[src/rtl/mem_stage.sv]
// Memory-access stage of the five-stage MIPS pipeline: issues loads and stores over a
// request/acknowledge data-memory port, stalls upstream while busy, and owns the MEM/WB register.
module mem_stage #(
  parameter int TIMEOUT = 16
) (
  input  logic        clk,
  input  logic        clrn,
  input  logic        e_valid,
  input  logic [31:0] e_alu,
  input  logic [31:0] e_b,
  input  logic        e_wmem,
  input  logic        e_m2reg,
  input  logic        e_wreg,
  input  logic [4:0]  e_rn,
  output logic        dm_req,
  output logic        dm_we,
  output logic [31:0] dm_addr,
  output logic [31:0] dm_wdata,
  input  logic        dm_ack,
  input  logic [31:0] dm_rdata,
  output logic        stall,
  output logic [31:0] w_r_alu,
  output logic [31:0] w_m_o,
  output logic        w_m2reg,
  output logic        w_wreg,
  output logic [4:0]  w_rn,
  output logic        w_exc
);

  typedef enum logic {IDLE, BUSY} state_e;

  localparam int            CW       = (TIMEOUT > 1) ? $clog2(TIMEOUT) : 1;
  localparam logic [CW-1:0] CNT_LAST = CW'(TIMEOUT - 1);

  state_e        state_q, state_d;
  logic [CW-1:0] cnt_q, cnt_d;
  logic [31:0]   addr_q, addr_d;
  logic [31:0]   wdata_q, wdata_d;
  logic          we_q, we_d;
  logic          ld_q, ld_d;
  logic          wreg_q, wreg_d;
  logic [4:0]    rn_q, rn_d;

  logic [31:0]   w_r_alu_q, w_r_alu_d;
  logic [31:0]   w_m_o_q, w_m_o_d;
  logic          w_m2reg_q, w_m2reg_d;
  logic          w_wreg_q, w_wreg_d;
  logic [4:0]    w_rn_q, w_rn_d;
  logic          w_exc_q, w_exc_d;

  logic          mem_op;
  logic          misalign;

  assign mem_op   = e_valid & (e_wmem | e_m2reg);
  assign misalign = mem_op & (e_alu[1:0] != 2'b00);

  // MEM/WB defaults to an all-zero bubble; only retiring instructions overwrite it.
  always_comb begin
    state_d   = state_q;
    cnt_d     = cnt_q;
    addr_d    = addr_q;
    wdata_d   = wdata_q;
    we_d      = we_q;
    ld_d      = ld_q;
    wreg_d    = wreg_q;
    rn_d      = rn_q;
    w_r_alu_d = 32'h0;
    w_m_o_d   = 32'h0;
    w_m2reg_d = 1'b0;
    w_wreg_d  = 1'b0;
    w_rn_d    = 5'd0;
    w_exc_d   = 1'b0;
    stall     = 1'b0;
    case (state_q)
      IDLE: begin
        if (misalign) begin
          w_exc_d = 1'b1;
        end else if (mem_op) begin
          stall   = 1'b1;
          addr_d  = e_alu;
          wdata_d = e_b;
          we_d    = e_wmem;
          ld_d    = e_m2reg;
          wreg_d  = e_wreg;
          rn_d    = e_rn;
          cnt_d   = '0;
          state_d = BUSY;
        end else begin
          w_r_alu_d = e_alu;
          w_wreg_d  = e_valid & e_wreg;
          w_rn_d    = e_rn;
        end
      end
      BUSY: begin
        // An ack in the timeout cycle wins over the abort.
        if (dm_ack) begin
          w_r_alu_d = addr_q;
          w_m_o_d   = we_q ? 32'h0 : dm_rdata;
          w_m2reg_d = ld_q & ~we_q;
          w_wreg_d  = wreg_q & ~we_q;
          w_rn_d    = rn_q;
          cnt_d     = '0;
          state_d   = IDLE;
        end else if (cnt_q == CNT_LAST) begin
          w_exc_d = 1'b1;
          cnt_d   = '0;
          state_d = IDLE;
        end else begin
          stall = 1'b1;
          cnt_d = cnt_q + CW'(1);
        end
      end
      default: begin
        state_d = IDLE;
        cnt_d   = '0;
      end
    endcase
  end

  always_ff @(posedge clk or negedge clrn) begin
    if (!clrn) begin
      state_q   <= IDLE;
      cnt_q     <= '0;
      addr_q    <= 32'h0;
      wdata_q   <= 32'h0;
      we_q      <= 1'b0;
      ld_q      <= 1'b0;
      wreg_q    <= 1'b0;
      rn_q      <= 5'd0;
      w_r_alu_q <= 32'h0;
      w_m_o_q   <= 32'h0;
      w_m2reg_q <= 1'b0;
      w_wreg_q  <= 1'b0;
      w_rn_q    <= 5'd0;
      w_exc_q   <= 1'b0;
    end else begin
      state_q   <= state_d;
      cnt_q     <= cnt_d;
      addr_q    <= addr_d;
      wdata_q   <= wdata_d;
      we_q      <= we_d;
      ld_q      <= ld_d;
      wreg_q    <= wreg_d;
      rn_q      <= rn_d;
      w_r_alu_q <= w_r_alu_d;
      w_m_o_q   <= w_m_o_d;
      w_m2reg_q <= w_m2reg_d;
      w_wreg_q  <= w_wreg_d;
      w_rn_q    <= w_rn_d;
      w_exc_q   <= w_exc_d;
    end
  end

  // Request is high exactly while BUSY; the latched fields cannot change then.
  assign dm_req   = (state_q == BUSY);
  assign dm_we    = we_q;
  assign dm_addr  = addr_q;
  assign dm_wdata = wdata_q;

  assign w_r_alu  = w_r_alu_q;
  assign w_m_o    = w_m_o_q;
  assign w_m2reg  = w_m2reg_q;
  assign w_wreg   = w_wreg_q;
  assign w_rn     = w_rn_q;
  assign w_exc    = w_exc_q;

endmodule

[config.mk]
export PLATFORM = sky130hd
export DESIGN_NAME = mem_stage
export DESIGN_NICKNAME = d
export VERILOG_FILES = /design/src/rtl/mem_stage.sv
export SDC_FILE = /design/constraint.sdc
export NUM_CORES = 1
export LEC_CHECK = 0
export BUFFER_PORTS_ARGS = -buffer_cell sky130_fd_sc_hd__buf_2
export CORE_MARGIN = 2
export CORE_UTILIZATION = 47
export CTS_BUF_LIST = sky130_fd_sc_hd__clkbuf_4 sky130_fd_sc_hd__clkbuf_8 sky130_fd_sc_hd__clkbuf_16
export DETAILED_ROUTE_END_ITERATION = 10
export PLACE_DENSITY = 0.8
export REMOVE_ABC_BUFFERS = 1
export SYNTH_ARGS = -nofsm -noshare
export SYNTH_HDL_FRONTEND = slang
export SYNTH_SLANG_ARGS = --single-unit
export TNS_END_PERCENT = 50
[constraint.sdc]
create_clock -name clk -period 2.03 [get_ports clk]
set_input_delay 0.203 -clock clk [delete_from_list [all_inputs] [get_ports clk]]
set_output_delay 0.203 -clock clk [all_outputs]
set_load 0.05 [all_outputs]
==> results.sh <==
export IMPL_outcome="finished, final reports clean"
export IMPL_worstMarginPinSlew_ns=0.461
export IMPL_grt_remaining_overflow=0
export IMPL_layout_drive_gt1_share_pct=56.8
export IMPL_ys_warnings_count=0
export IMPL_die_area_mm2=0.0124
export IMPL_worstPathMaxFanout=37
export IMPL_gp_congestion=0.789
export IMPL_synth_compound_area_share_pct=7.42
export IMPL_max_freq_mhz=524
export IMPL_cp_arrival_ns=1.71
export IMPL_holdPathStages=2
export IMPL_ant_nets=0
export IMPL_synth_cells=337
export IMPL_skew_ns=0.00714
export IMPL_rsz0062_at_grt="false"
export IMPL_antenna_found_initial=0
export IMPL_cp_start_kind="register"
export IMPL_synth_top_family_by_area="multiplexers"
export IMPL_route_detailed_drc=0
export IMPL_fin_ws_ns=0.120
export IMPL_rrSetupSlack_ns=0.52
export IMPL_vias=3856
export IMPL_mostFrequentLayoutCells="244 x buf_2, 149 x dfrtp_1, 69 x mux2_2"
export IMPL_utilization_pct=68.4
export IMPL_grt_pass1_wl_um=20600
export IMPL_grt_pass1_vias=4153
export IMPL_areaGrowthSynthToFinish_pct=43.0
export IMPL_power_density_mw_per_mm2=1170
export IMPL_synthAdderAreaFrac_pct=0.231
export IMPL_finalMaxSlewViolations=0
export IMPL_first_pass_iters=4
export IMPL_cp_required_ns=1.83
export IMPL_final_period_utilization_pct=94.1
export IMPL_wl_per_cell_um=16.6
export IMPL_synth_area_mux_share_pct=14.4
export IMPL_diodes=0
export IMPL_hold_path_class="in2reg"
export IMPL_worstSkewPairLatency_ns=0.41
export IMPL_max_slew_margin_pct=69.3
export IMPL_hold_ws_ns=0.0209
export IMPL_r2r_end="dm_wdata[31]$_DFFE_PN0P_"
export IMPL_setup_viol=0
export IMPL_syn_area_mm2=0.00541
export IMPL_min_to="w_m_o[24]$_DFF_PN0_"
export IMPL_track_usage_pct=21.5
export IMPL_ys_seq_area_share_pct=68.9
export IMPL_htreeDepth=4
export IMPL_fin_crit_ns=1.91
export IMPL_die_h_um=111
export IMPL_num_io_pins=247
export IMPL_final_common_cell="buf_2"
export IMPL_grt_start_max_net_pins=50
export IMPL_drv_cap=0
export IMPL_tritoncts="done"
export IMPL_clockBufferDepth=2
export IMPL_fin_area_mm2=0.00774
export IMPL_synth_cell_type_count=27
export IMPL_drt_total_wl_um=12900
export IMPL_start_util_pct=47.8
export IMPL_hold_viol=0
export IMPL_cts_buffers_inserted=17
export IMPL_syn_avg_cell_area_um2=16.1
export IMPL_hp_start="dm_rdata[24]"
export IMPL_core_area_mm2=0.0113
export IMPL_rows=39
export IMPL_drtIter0Drc=218
export IMPL_synth_seq_cells=149
export IMPL_rr_startpoint="dm_req$_DFF_PN0_"
export IMPL_fill_cells=779
export IMPL_cp_end_kind="output pin"
export IMPL_synth_xor_area_share_pct=0.162
export IMPL_ir_drop_mv=0.784
export IMPL_synthSimpleGateAreaFrac_pct=6.40
export IMPL_pre_cts_ws_ns=0.364
export IMPL_numClockSinks=149
export IMPL_tns_ns=0
export IMPL_dp_hpwl_um=8460
export IMPL_clockRootBuffer="clkbuf_16"
export IMPL_clk_pin_slew_ns=0.05
export IMPL_fp_dieW_um=111
export IMPL_via_per_inst=4.94
export IMPL_p_leak_uw=0.00412
export IMPL_port_buffers=246
export IMPL_num_nets_final=734
export IMPL_reg2regPathDepth=4
export IMPL_dpl_cell_area_mm2=0.00683
export IMPL_crit_type="reg2out"
what timing repair did:
| item | 4_1_cts | 5_1_grt |
|---|---|---|
| hold buffers | 29 | 1 |
| pin swaps | 1 | 1 |
| setup buffers | 1 | 1 |
| gates resized for setup | 0 | 1 |
| endpoints found under the setup margin | 1 | 1 |
| endpoints found under the hold margin | 74 | 1 |
where the power goes:
| group | leakage [uW] | internal [uW] | switching [uW] |
|---|---|---|---|
| logic | 0.00194 | 695 | 1760 |
| registers | 0.00188 | 3370 | 210 |
| clock network | 0.000298 | 1940 | 1090 |
cell type report:
type	count	area, um2	area share [%]
Sequential cell	149	3730	48.2
Tap cell	143	179	2.31
Clock buffer	28	546	7.05
Timing Repair Buffer	287	1690	21.8
Multi-Input combinational cell	170	1560	20.2
Clock inverter	3	40.0	0.517
stage by stage:
stage | std cells | total power [uW]
finish | 780 | 9060
global route | 780 | 9430
CTS | 778 | 9150
detailed placement | 717 | 6050
global placement | 717 | 5980
floorplan | 319 | 5320
synth_stat cells, drive strengths merged:
library cell / number / share of area (%)
a21oi: 1 / 0.16
dfrtp: 149 / 69
nand2b: 1 / 0.12
buf: 11 / 1.8
ha: 1 / 0.23
nor2: 1 / 0.069
nor3: 1 / 0.092
nand3: 2 / 0.18
nand3b: 1 / 0.14
mux2: 69 / 14
o2bb2ai: 2 / 0.32
nand2: 3 / 0.35
and2: 38 / 4.4
a22o: 41 / 6.6
a31oi: 1 / 0.12
a221o: 1 / 0.18
nor4b: 1 / 0.44
or2b: 1 / 0.14
nor3b: 1 / 0.14
xor2: 1 / 0.16
or2: 1 / 0.12
clkbuf: 7 / 0.67
nor2b: 2 / 0.23
how the worst max path moves through the flow:
stage                                start           endpoint  slack, ns
after floorplan           dm_req$_DFF_PN0_  w_m2reg$_DFF_PN0_      -0.69
after global placement    dm_req$_DFF_PN0_              stall       0.38
after detailed placement  dm_req$_DFF_PN0_              stall       0.36
after CTS                 dm_req$_DFF_PN0_              stall       0.03
after global routing      dm_req$_DFF_PN0_              stall       0.02
final                     dm_req$_DFF_PN0_              stall       0.12
logic make-up after synthesis:
logic type | count (synthesis)
DFF | 149
muxes | 69
and+or+nand+nor | 53
AOI/OAI and AO/OA | 46
buffers and inverters | 18
xor gates and xnor gates | 1
adders and majority gates | 1
sequential cells by signal, indices dropped and copies added (netlist names), 4 cells and up:
register,count
w_rn,5
dm_wdata,32
w_r_alu,32
w_m_o,32
dm_addr,32
cnt_q,4
rn_q,5
layer usage:
layer	global-route usage (%)	vias up	part of all wire, %
li1	-	1759	-
met1	23.9	1896	38
met2	37.2	178	53
met3	7.98	23	7.5
met4	9.30	0	2.2
met5	0	-	0
worst max-delay path, cell delays in order (launching register included):
cell and delay [ns]:
dfrtp_1 0.40, nor4b_4 0.36, nand2_4 0.11, buf_12 0.19, nand2b_4 0.10, buf_12 0.13
No activity file was read; power rests on OpenSTA's default activity.
